==> src/rtl/clint_mh.sv <==
`timescale 1ns/1ps
// clint_mh: multi-hart core-local interruptor with per-hart msip/mtimecmp,
// a prescaled 64-bit mtime, registered bus reads and registered interrupts.
module clint_mh #(
    parameter int NUM_HARTS  = 4,
    parameter int TICK_DIV   = 1,
    parameter int DATA_WIDTH = 32
) (
    input  logic                  clk_i,
    input  logic                  rst_i,
    input  logic                  req_i,
    input  logic                  we_i,
    input  logic [31:0]           addr_i,
    input  logic [DATA_WIDTH-1:0] data_i,
    output logic [DATA_WIDTH-1:0] data_o,
    output logic                  ack_o,
    output logic [NUM_HARTS-1:0]  timer_irq_o,
    output logic [NUM_HARTS-1:0]  software_irq_o
);

    localparam int PW = (TICK_DIV > 1) ? $clog2(TICK_DIV) : 1;
    localparam logic [PW-1:0] PMAX = PW'(TICK_DIV - 1);

    localparam logic [15:0] A_MTIME_LO = 16'hBFF8;
    localparam logic [15:0] A_MTIME_HI = 16'hBFFC;

    logic [PW-1:0]         r_presc;
    logic                  w_tick;

    logic [DATA_WIDTH-1:0] r_mtime_lo;
    logic [DATA_WIDTH-1:0] r_mtime_hi;
    logic [DATA_WIDTH-1:0] w_lo_inc;
    logic                  w_carry;
    logic [63:0]           w_mtime;

    logic [NUM_HARTS-1:0]  r_msip;
    logic [DATA_WIDTH-1:0] r_cmp_lo [NUM_HARTS];
    logic [DATA_WIDTH-1:0] r_cmp_hi [NUM_HARTS];

    logic [15:0]           w_a;
    logic                  w_rd;
    logic                  w_wr;
    logic                  w_mt_lo_sel;
    logic                  w_mt_hi_sel;
    logic [NUM_HARTS-1:0]  w_msip_sel;
    logic [NUM_HARTS-1:0]  w_cmp_lo_sel;
    logic [NUM_HARTS-1:0]  w_cmp_hi_sel;
    logic [DATA_WIDTH-1:0] w_rdata;
    logic [NUM_HARTS-1:0]  w_tcmp;
    logic                  w_unused;

    logic                  r_ack;
    logic [DATA_WIDTH-1:0] r_data;
    logic [NUM_HARTS-1:0]  r_tirq;
    logic [NUM_HARTS-1:0]  r_sirq;

    assign w_a      = addr_i[15:0];
    assign w_unused = ^addr_i[31:16];
    assign w_rd     = req_i & ~we_i;
    assign w_wr     = req_i & we_i;

    // Prescaler: tick fires on the last count, so TICK_DIV=1 ticks every clock
    assign w_tick = (r_presc == PMAX);

    always_ff @(posedge clk_i or posedge rst_i) begin
        if (rst_i) begin
            r_presc <= '0;
        end else if (w_tick) begin
            r_presc <= '0;
        end else begin
            r_presc <= r_presc + 1'b1;
        end
    end

    assign w_mt_lo_sel = (w_a == A_MTIME_LO);
    assign w_mt_hi_sel = (w_a == A_MTIME_HI);

    always_comb begin
        w_msip_sel   = '0;
        w_cmp_lo_sel = '0;
        w_cmp_hi_sel = '0;
        for (int h = 0; h < NUM_HARTS; h++) begin
            w_msip_sel[h]   = (w_a == 16'(4 * h));
            w_cmp_lo_sel[h] = (w_a == 16'(16'h4000 + 8 * h));
            w_cmp_hi_sel[h] = (w_a == 16'(16'h4004 + 8 * h));
        end
    end

    always_comb begin
        w_rdata = '0;
        if (w_mt_lo_sel) begin
            w_rdata = r_mtime_lo;
        end
        if (w_mt_hi_sel) begin
            w_rdata = r_mtime_hi;
        end
        for (int h = 0; h < NUM_HARTS; h++) begin
            if (w_msip_sel[h]) begin
                w_rdata = DATA_WIDTH'(r_msip[h]);
            end
            if (w_cmp_lo_sel[h]) begin
                w_rdata = r_cmp_lo[h];
            end
            if (w_cmp_hi_sel[h]) begin
                w_rdata = r_cmp_hi[h];
            end
        end
    end

    assign w_lo_inc = r_mtime_lo + {{(DATA_WIDTH-1){1'b0}}, w_tick};
    assign w_carry  = w_tick & (&r_mtime_lo);
    assign w_mtime  = {r_mtime_hi, r_mtime_lo};

    // A lo write swallows the carry; a hi write discards it but lo keeps counting
    always_ff @(posedge clk_i or posedge rst_i) begin
        if (rst_i) begin
            r_mtime_lo <= '0;
            r_mtime_hi <= '0;
        end else begin
            if (w_wr && w_mt_lo_sel) begin
                r_mtime_lo <= data_i;
            end else begin
                r_mtime_lo <= w_lo_inc;
            end
            if (w_wr && w_mt_hi_sel) begin
                r_mtime_hi <= data_i;
            end else if (!(w_wr && w_mt_lo_sel)) begin
                r_mtime_hi <= r_mtime_hi + {{(DATA_WIDTH-1){1'b0}}, w_carry};
            end
        end
    end

    always_ff @(posedge clk_i or posedge rst_i) begin
        if (rst_i) begin
            r_msip <= '0;
            for (int h = 0; h < NUM_HARTS; h++) begin
                r_cmp_lo[h] <= '1;
                r_cmp_hi[h] <= '1;
            end
        end else begin
            for (int h = 0; h < NUM_HARTS; h++) begin
                if (w_wr && w_msip_sel[h]) begin
                    r_msip[h] <= data_i[0];
                end
                if (w_wr && w_cmp_lo_sel[h]) begin
                    r_cmp_lo[h] <= data_i;
                end
                if (w_wr && w_cmp_hi_sel[h]) begin
                    r_cmp_hi[h] <= data_i;
                end
            end
        end
    end

    always_comb begin
        w_tcmp = '0;
        for (int h = 0; h < NUM_HARTS; h++) begin
            w_tcmp[h] = (w_mtime >= {r_cmp_hi[h], r_cmp_lo[h]});
        end
    end

    always_ff @(posedge clk_i or posedge rst_i) begin
        if (rst_i) begin
            r_ack  <= 1'b0;
            r_data <= '0;
            r_tirq <= '0;
            r_sirq <= '0;
        end else begin
            r_ack  <= req_i;
            r_data <= w_rd ? w_rdata : '0;
            r_tirq <= w_tcmp;
            r_sirq <= r_msip;
        end
    end

    assign ack_o          = r_ack;
    assign data_o         = r_data;
    assign timer_irq_o    = r_tirq;
    assign software_irq_o = r_sirq;

endmodule

==> config.mk <==
export PLATFORM = sky130hd
export DESIGN_NAME = clint_mh
export DESIGN_NICKNAME = d
export VERILOG_FILES = /design/src/rtl/clint_mh.sv
export SDC_FILE = /design/constraint.sdc
export NUM_CORES = 1
export LEC_CHECK = 0
export CELL_PAD_IN_SITES_DETAIL_PLACEMENT = 2
export CELL_PAD_IN_SITES_GLOBAL_PLACEMENT = 2
export CORE_ASPECT_RATIO = 1.75
export CORE_MARGIN = 4
export CORE_UTILIZATION = 30
export CTS_CLUSTER_DIAMETER = 120
export CTS_CLUSTER_SIZE = 16
export DETAILED_ROUTE_END_ITERATION = 6
export DONT_BUFFER_PORTS = 1
export PLACE_DENSITY_LB_ADDON = 0.1
export REMOVE_ABC_BUFFERS = 1
export SETUP_SLACK_MARGIN = 0.15
export SLEW_MARGIN = 20
export SYNTH_ARGS = -nofsm -noshare
export SYNTH_HDL_FRONTEND = slang
export SYNTH_SLANG_ARGS = --single-unit
==> constraint.sdc <==
create_clock -name clk_i -period 32.4 [get_ports clk_i]
set_input_delay 6.48 -clock clk_i [delete_from_list [all_inputs] [get_ports clk_i]]
set_output_delay 6.48 -clock clk_i [all_outputs]
set_load 0.02 [all_outputs]
==> qor.txt, run 1 <==
Max Cap Viol: 0
CP arrival: 9.25 ns
Period minus WS final: 8.83 ns
via count: 19500
Max Freq: 113 MHz
Unique masters post-synth: 73
FILL cells: 8330
Seq/Total Area, Yosys: 41.9%
CORE AREA: 74300 µm²
remaining antenna violation count after routing: 0
Cell Area, Synth: 22600 µm²
vias in the first global route: 21700
register bit count reported by yosys: 365
drc violations: 0
H-tree Lvls: 1
number of I/O port buffers: 0
Placed Instance Area: 23600 µm²
Global Route met3 Usage: 2.77%
Area Overhead vs Synth: 7.67%
period utilisation layout: 27.3%
Relative slew margins: 15.6%
Overall Global Routing Usage: 25.0%
CP max FO: 19
Rows: 132
outcome: complete, no violations
Placed Instances: 3334
R2R setup slack: 27.24 ns
First-pass DRT Iterations: 6
fin cells: 3379
Setup crit end: data_o[31]
Critical Path RT: 32.82 ns
CTS root buf: clkbuf_16
Synth Warn #: 0
Worst Hold Class: flop to flop
post-CTS setup buffer count: 0
startpoint types: input port
Max Clock Skew: 0.0387 ns
R2R Path Start: r_mtime_lo[0]
Layout Nets: 2751
Pwr Density: 33.8 nW/µm²
layout cell share with drive strength beyond 1: 15.0%
Via density: 5.78
Finished Cell Area: 24300 µm²
Max clock buf depth: 3
DR WL/cell: 30.1 µm
final max-slew violation count: 0
Mapped Cells: 2501
Mean Syn Cell Area: 9.03 µm²
Worst-Margin Slew: 1.25 ns
hpwl dp: 72.3 mm
num ports: 109
clock latency on the worst-skew pair: 0.61 ns
Reg clk slew, reported paths: 0.08 ns
EDFF count, synth: 0
Die Width: 215 µm
Congestion Overflow GR: 0
ys flop type: dfstp_2
met2 Usage GRT: 47.6%
async set or reset register ratio after synthesis: 100%
critical path endpoint category: flop
initial antenna violation count: 5
endpoints failing hold: 0
clk sinks: 365
grt met1 use: 26.6%
die area: 79900 µm²
CP Class: input port to flop
first-pass GRT wire length: 148 mm
Worst VDD drop: 0.0321 mV
commonest non-fill, non-tap cell in the layout: nand2_1
fin util: 32.7%
Most Used Layer, Global Route: met2
Leak: 11.7 nW
Fin Setup TNS: 0 ns
most frequent cells in the layout: 365 x nand2_1, 339 x o21ai_0, 265 x inv_1
largest net degree at the start of global routing: 153
RePlAce Congestion: 0.859
post-CTS sizing: 0
die height: 371 µm
Starting Density: 30.4%
WL final: 102 mm
Hold-fix buffers, CTS: 0
reg2reg end: r_mtime_hi[30]
initial drt markers: 1226
CTS tree: built
TritonCTS Buffers: 26
CP startpoint: addr_i[8]
final hold slack: 0.407 ns
RSZ-0062 raised after global routing: false
setup violators final: 0
R2R depth: 14
per-stage QoR:
stage | total power (W) | setup WS (ns)
2_1_floorplan | 0.000481 | 16.21
3_3_place_gp | 0.000491 | 23.03
3_5_place_dp | 0.000492 | 22.95
4_1_cts | 0.000839 | 23.59
5_1_grt | 0.000855 | 23.53
6_report | 0.000822 | 23.57
flip-flops by register name, indices dropped and copies added, names as in the netlist:
name and count:
r_msip 4, r_mtime_hi 32, timer_irq_o 4, ack_o 1
software_irq_o 4, r_mtime_lo 32, r_cmp_lo 128, r_cmp_hi 128
data_o 32
power breakdown:
| group | internal, W | total (W) | switching [W] |
|---|---|---|---|
| registers | 0.000458 | 0.000461 | 0.00000324 |
| logic | 0.00000479 | 0.0000217 | 0.0000169 |
| clock network | 0.000155 | 0.000339 | 0.000184 |
synth_stat cells (11+ instances only):
master      n  area, µm²
buf_2      29        145
a22oi_1    38        285
ha_1      259       3240
nand4_1    52        325
a211oi_1   19        143
a21o_1     20        150
nor2_1     96        360
and3_1     21        131
o21ai_0   339       1700
a22o_1     14        123
dfstp_2   256       6730
o211ai_1   21        158
nand3_1    44        220
nor3_1     35        175
xnor2_1    12        105
nand2_1   365       1370
o21ai_1    13       65.1
inv_1     266        998
clkbuf_1  107        402
o22ai_1    11       68.8
a41oi_1    19        166
xor2_1     26        228
a21oi_1    96        480
a222oi_1   62        621
dfrtp_1   109       2730
a31oi_1    16        100
a221oi_1   15        131
nor4_1     12       75.1
cells by family after synthesis:
logic type | after synthesis | share of synthesized area, %
AO/OA/AOI/OAI | 731 | 20.5
AND/OR/NAND/NOR | 689 | 14.2
buffers and inverters | 406 | 7.00
flip-flops | 365 | 41.9
adder cells (fa/ha/maj) | 259 | 14.3
XOR/XNOR | 38 | 1.47
multiplexers | 13 | 0.626
worst min path at each step:
stage / from / endpoint / slack, ns / cells past startpoint
finish: r_msip[2] / software_irq_o[2] / 0.41 / 0
floorplan: r_msip[1] / software_irq_o[1] / 0.37 / 0
global placement: r_msip[2] / software_irq_o[2] / 0.40 / 0
CTS: r_msip[2] / software_irq_o[2] / 0.41 / 0
detailed placement: r_msip[2] / software_irq_o[2] / 0.39 / 0
global route: r_msip[2] / software_irq_o[2] / 0.43 / 0
critical path: stages:
cell	delay [ns]
nor4_4	0.33
nand4_2	0.49
nor2_4	0.79
buf_4	0.49
a222oi_1	0.18
a41oi_1	0.47
routing by layer:
| metal | vias up | wire length (µm) |
|---|---|---|
| met4 | 2 | 6570 |
| met5 | - | 13 |
| met3 | 181 | 3290 |
| met1 | 10300 | 37600 |
| li1 | 8735 | - |
| met2 | 360 | 54200 |
area by class of cell:
class	count	area, µm²	area share (%)
Antenna cell	1	2.50	0.0103
Clock buffer	43	736	3.03
Clock inverter	1	5.00	0.0206
Tap cell	938	1170	4.83
Multi-Input combinational cell	1730	11700	48.0
Timing Repair Buffer	35	275	1.13
Inverter	266	1010	4.14
Sequential cell	365	9450	38.9
(Power assumes the default switching activity.)
==> inputs of run 2 (changes only) <==
- clock period: 32.4 -> 7.61 ns (I/O delays scaled with it)
==> run 2 against run 1 <==
Net effect: global-route usage increased by 0.39 points; clock power increased to 4.3 times the previous value; worst setup slack got worse by 21 ns; first-iteration DRC count decreased by 6.0%; clock-buffer cell count increased by 4; sequential power increased to 4.3 times the previous value; critical endpoint is now r_mtime_hi[30]; largest cell class unchanged.
==> qor.txt, run 2 (synthesized netlist as in run 1, its figures left out) <==
outcome: complete, no violations
Finished Cell Area: 24400 µm² (+0.21%)
CTS tree: built
First-pass DRT Iterations: 6 (unchanged)
clk sinks: 365 (unchanged)
Hold-fix buffers, CTS: 0 (unchanged)
PnR worst setup slack: 2.64 ns (-20.93 ns)
Relative slew margins: 24.0% (+8.4 points)
Period minus WS final: 4.97 ns
Pwr Density: 145 nW/µm² (+330%)
RSZ-0062 raised after global routing: false
Critical Path RT: 8.11 ns (-24.71 ns)
initial antenna violation count: 1 (-4)
CP max stage cell: dfrtp_1
post-CTS sizing: 0 (unchanged)
Starting Density: 30.4% (unchanged)
H-tree Lvls: 1 (unchanged)
FILL cells: 8293 (-0.44%)
critical path endpoint category: flop
period utilisation layout: 65.3%
largest stage delay on the critical path: 0.65 ns (-0.14 ns)
num ports: 109 (unchanged)
Placed Instance Area: 23600 µm² (+0.15%)
RePlAce Congestion: 0.852 (-0.84%)
Largest regs: r_cmp_hi: 128 flops, r_cmp_lo: 128 flops
sw frac: 25.2% (+0.31 points)
Max Cap Viol: 0 (unchanged)
vias in the first global route: 22000 (+1.3%)
commonest non-fill, non-tap cell in the layout: nand2_1
layout cell share with drive strength beyond 1: 15.2% (+0.16 points)
most frequent cells in the layout: 365 x nand2_1, 339 x o21ai_0, 265 x inv_1
Worst VDD drop: 0.137 mV (+330%)
WL final: 103 mm (+1.7%)
Psw: 0.000888 W (+330%)
Worst Hold Class: flop to flop
Max Freq: 201 MHz
Congestion Overflow GR: 0 (unchanged)
Seq pwr share: 55.7% (-0.4 points)
fin util: 32.8% (+0.067 points)
setup violators final: 0 (unchanged)
number of I/O port buffers: 0 (unchanged)
DR WL/cell: 30.5 µm (+1.5%)
cell mode on critical path: ha_1
Power Internal: 0.00264 W (+330%)
die height: 371 µm (unchanged)
Overall Global Routing Usage: 25.3% (+0.39 points)
post-CTS setup buffer count: 0 (unchanged)
CTS root buf: clkbuf_16
hpwl dp: 74.6 mm (+3.2%)
TritonCTS Buffers: 26 (unchanged)
Via density: 5.80 (+0.23%)
Leak: 11.7 nW (+0.21%)
remaining antenna violation count after routing: 0 (unchanged)
Comb pwr share: 2.6% (about the same)
Area Overhead vs Synth: 7.89%
critical path, cell by cell: ha_1 > and4_1 > and3_1 > nand2_1 > nor3_1 > ha_1 > ha_1 > nand3_1 > or4_1 > nor3_1 > nand2_1 > o22ai_1 > o2bb2a_1
CP max FO: 9 (-10)
endpoints failing hold: 0 (unchanged)
clock latency on the worst-skew pair: 0.62 ns (about the same)
Clk pwr share: 41.7% (+0.4 points)
initial drt markers: 1152 (-6.0%)
Max Clock Skew: 0.0171 ns (-0.0216 ns)
CP arrival: 5.47 ns (-3.78 ns)
final max-slew violation count: 0 (unchanged)
Max clock buf depth: 3 (unchanged)
Die Width: 215 µm (unchanged)
via count: 19600 (+0.47%)
startpoint types: flop
drc violations: 0 (unchanged)
Worst-Margin Slew: 1.14 ns (-0.116 ns)
DP Worst Slack: 2.59 ns (-20.36 ns)
CORE AREA: 74300 µm² (unchanged)
Final Power: 0.00353 W (+330%)
CP Class: flop to flop
die area: 79900 µm² (unchanged)
Layout Nets: 2755 (+0.15%)
Fin Setup TNS: 0 ns (unchanged)
first-pass GRT wire length: 151 mm (+2.1%)
Reg clk slew, reported paths: 0.09 ns (about the same)
Rows: 132 (unchanged)
largest net degree at the start of global routing: 138 (-9.8%)
run 2: final timing paths:
check	startpoint	to	slack (ns)	cells past startpoint
max	r_mtime_lo[1]	r_mtime_hi[30]	2.64	13
min	r_msip[2]	software_irq_o[2]	0.42	0
max reg2reg	r_mtime_lo[1]	r_mtime_hi[30]	2.64	13
min reg2reg	r_msip[2]	software_irq_o[2]	0.42	0
max in group asynchronous	rst_i	software_irq_o[0]	5.24	2
min in group asynchronous	rst_i	data_o[15]	0.88	1
run 2: cell type report:
type | count | area [µm²] | share of cell area (%)
well taps | 938 | 1170 | 4.82
repair buffers | 39 | 305 | 1.25
flip-flops and latches | 365 | 9450 | 38.8
clock buffers | 47 | 751 | 3.08
clock inverters | 1 | 5.00 | 0.0205
diodes | 1 | 2.50 | 0.0103
inverters | 266 | 1010 | 4.13
multi-input cells | 1730 | 11700 | 47.9
run 2: through the flow:
step / cells / hold WS (ns)
2_1_floorplan: 2361 / 0.370
3_3_place_gp: 3338 / 0.410
3_5_place_dp: 3338 / 0.400
4_1_cts: 3386 / 0.424
5_1_grt: 3386 / 0.448
6_report: 3387 / 0.418
run 2: power by group through the flow:
stage,clock (W),sequential (W),combinational [W]
finish,0.00147,0.00197,0.0000915
global route,0.00159,0.00197,0.000104
CTS,0.00152,0.00197,0.0000955
detailed placement,0,0.00200,0.0000951
global placement,0,0.00200,0.0000917
floorplan,0,0.00199,0.0000576
run 2: routing by layer:
layer,part of all wire (%),track usage (%),vias to the layer above
met5,0,0,-
li1,-,-,8753
met1,38,27.9,10400
met2,55,50.1,355
met4,4.0,9.41,0
met3,2.7,2.00,146
run 2: critical path: cells and delay by family, from the launching register on:
kind / cells / cell delay [ns]
compound gates: 2 / 0.44
simple gates: 8 / 2.78
flops: 1 / 0.65
fa+ha+maj: 3 / 0.96
==> inputs of run 3 (changes only) <==
- clock period: 7.61 -> 5.1 ns (I/O delays scaled with it)
==> run 3 against run 2 <==
Net effect: wire length fell by 0.76%; combinational power rose by 60%; fmax rose by 15%; critical endpoint unchanged; non-clock buffer count rose by 16; largest power group unchanged; clock skew rose by 0.017 ns; hold slack got worse by 0.072 ns; cell area rose by 0.76%.
==> qor.txt, run 3 (synthesized netlist as in run 1, its figures left out) <==
remaining antenna violation count after routing: 0 (unchanged)
Hold-fix buffers, CTS: 0 (unchanged)
final hold slack: 0.346 ns (-0.0720 ns)
Psw: 0.00133 W (+49%)
CP max FO: 7 (-2)
Layout Nets: 2771 (+0.58%)
CTS tree: built
Leak: 11.8 nW (+0.95%)
setup violators final: 0 (unchanged)
R2R Path Start: r_mtime_lo[21]
Relative slew margins: 20.0% (-4.0 points)
First-pass DRT Iterations: 7 (+1)
initial drt markers: 1152 (unchanged)
Critical Path RT: 5.60 ns (-2.51 ns)
Reg clk slew, reported paths: 0.09 ns (about the same)
Seq pwr share: 55.5% (-0.2 points)
Worst Hold Class: input port to asynchronous set/reset pin
reg2reg end: r_mtime_hi[30]
Via density: 5.75 (-0.71%)
post-CTS sizing: 0 (unchanged)
CP Class: flop to flop
FILL cells: 8322 (+0.35%)
Max clock buf depth: 3 (unchanged)
final max-slew violation count: 0 (unchanged)
post-CTS setup buffer count: 0 (unchanged)
die height: 371 µm (unchanged)
Max Freq: 231 MHz (+15%)
critical path endpoint category: flop
sw frac: 25.2% (about the same)
Max Cap Viol: 0 (unchanged)
layout cell share with drive strength beyond 1: 15.8% (+0.59 points)
Clk pwr share: 41.7% (about the same)
Comb pwr share: 2.8% (+0.2 points)
largest net degree at the start of global routing: 94 (-32%)
Area Overhead vs Synth: 8.71%
DR WL/cell: 30.1 µm (-1.2%)
clk sinks: 365 (unchanged)
Reg area: 9450 µm² (unchanged)
vias in the first global route: 21600 (-1.7%)
hpwl dp: 75.0 mm (+0.60%)
Max Clock Skew: 0.0336 ns (+0.0165 ns)
CP startpoint: r_mtime_lo[21]
WL final: 103 mm (-0.76%)
drc violations: 0 (unchanged)
fin cells: 3403 (+0.47%)
most frequent cells in the layout: 365 x nand2_1, 339 x o21ai_0, 265 x inv_1
period utilisation layout: 84.9% (+20 points)
first-pass GRT wire length: 149 mm (-1.2%)
Largest regs: r_cmp_hi: 128 flops, r_cmp_lo: 128 flops
CP arrival: 4.82 ns (-0.65 ns)
Worst-Margin Slew: 1.17 ns (+0.0314 ns)
Worst VDD drop: 0.215 mV (+57%)
Starting Density: 30.4% (unchanged)
Setup crit end: r_mtime_hi[30]
initial antenna violation count: 1 (unchanged)
Congestion Overflow GR: 0 (unchanged)
Pwr Density: 215 nW/µm² (+48%)
clock latency on the worst-skew pair: 0.63 ns (about the same)
number of I/O port buffers: 0 (unchanged)
R2R setup slack: 0.77 ns (-1.86 ns)
Power Internal: 0.00394 W (+49%)
via count: 19600 (-0.24%)
Placed Instances: 3354 (+0.48%)
outcome: complete, no violations
startpoint types: flop
multi-input logic area: 11700 µm² (about the same)
Period minus WS final: 4.33 ns (-0.646 ns)
RePlAce Congestion: 0.854 (+0.26%)
Die Width: 215 µm (unchanged)
commonest non-fill, non-tap cell in the layout: nand2_1
H-tree Lvls: 1 (unchanged)
Rows: 132 (unchanged)
num ports: 109 (unchanged)
CTS root buf: clkbuf_16
CORE AREA: 74300 µm² (unchanged)
endpoints failing hold: 0 (unchanged)
RSZ-0062 raised after global routing: false
Fin Setup TNS: 0 ns (unchanged)
Final Power: 0.00527 W (+49%)
die area: 79900 µm² (unchanged)
R2R depth: 12 (-1)
Overall Global Routing Usage: 25.2% (-0.18 points)
TritonCTS Buffers: 26 (unchanged)
## run 3: worst min path at each step
stage / from / to / slack [ns] / cells past startpoint
detailed placement: r_msip[1] / software_irq_o[1] / 0.41 / 0
global placement: r_msip[2] / software_irq_o[2] / 0.41 / 0
CTS: rst_i / data_o[15] / 0.37 / 1
global route: rst_i / data_o[15] / 0.38 / 1
finish: rst_i / data_o[15] / 0.35 / 1
floorplan: r_msip[1] / software_irq_o[1] / 0.37 / 0
## run 3: power groups by stage
stage / Clock [W] / Sequential (W) / Combinational, W
2_1_floorplan: 0 / 0.00297 / 0.0000859
3_3_place_gp: 0 / 0.00297 / 0.000149
3_5_place_dp: 0 / 0.00297 / 0.000152
4_1_cts: 0.00229 / 0.00293 / 0.000153
5_1_grt: 0.00239 / 0.00293 / 0.000167
6_report: 0.00220 / 0.00293 / 0.000146
## run 3: per-stage QoR
| stage | setup WS, ns | area (µm²) | utilization (%) |
|---|---|---|---|
| final | 0.773 | 24600 | 33.0 |
| after global routing | 0.578 | 24600 | 33.0 |
| after CTS | 0.767 | 24600 | 33.0 |
| after detailed placement | 0.784 | 23800 | 32.0 |
| after global placement | 0.987 | 23800 | 32.0 |
| after floorplan | -5.63 | 22000 | - |
## run 3: routing by layer
layer	GRT usage [%]	vias up	part of all wire, %	wire (µm)
met5	0	-	0.013	13
met4	11.2	2	5.2	5330
met3	2.26	157	2.5	2540
met2	48.9	317	54	55700
met1	27.5	10300	38	39000
li1	-	8790	-	-
## run 3: cell type report
| cell class | instances | share of cell area [%] |
|---|---|---|
| clock inverters | 1 | 0.0204 |
| flip-flops and latches | 365 | 38.5 |
| well taps | 938 | 4.78 |
| diodes | 1 | 0.0102 |
| multi-input cells | 1730 | 47.5 |
| clock buffers | 47 | 3.06 |
| inverters | 266 | 4.10 |
| repair buffers | 55 | 1.99 |
## run 3: worst max-delay path, stage by stage (launching register included)
cell and delay [ns]:
dfrtp_1 0.54, and3_1 0.36, and4_1 0.48, nand4_1 0.30, nor3_1 0.37, ha_1 0.23, ha_1 0.19, nand3_1 0.14
or4_1 0.61, nor3_1 0.36, nand2_1 0.18, o22ai_1 0.20, o2bb2a_1 0.25
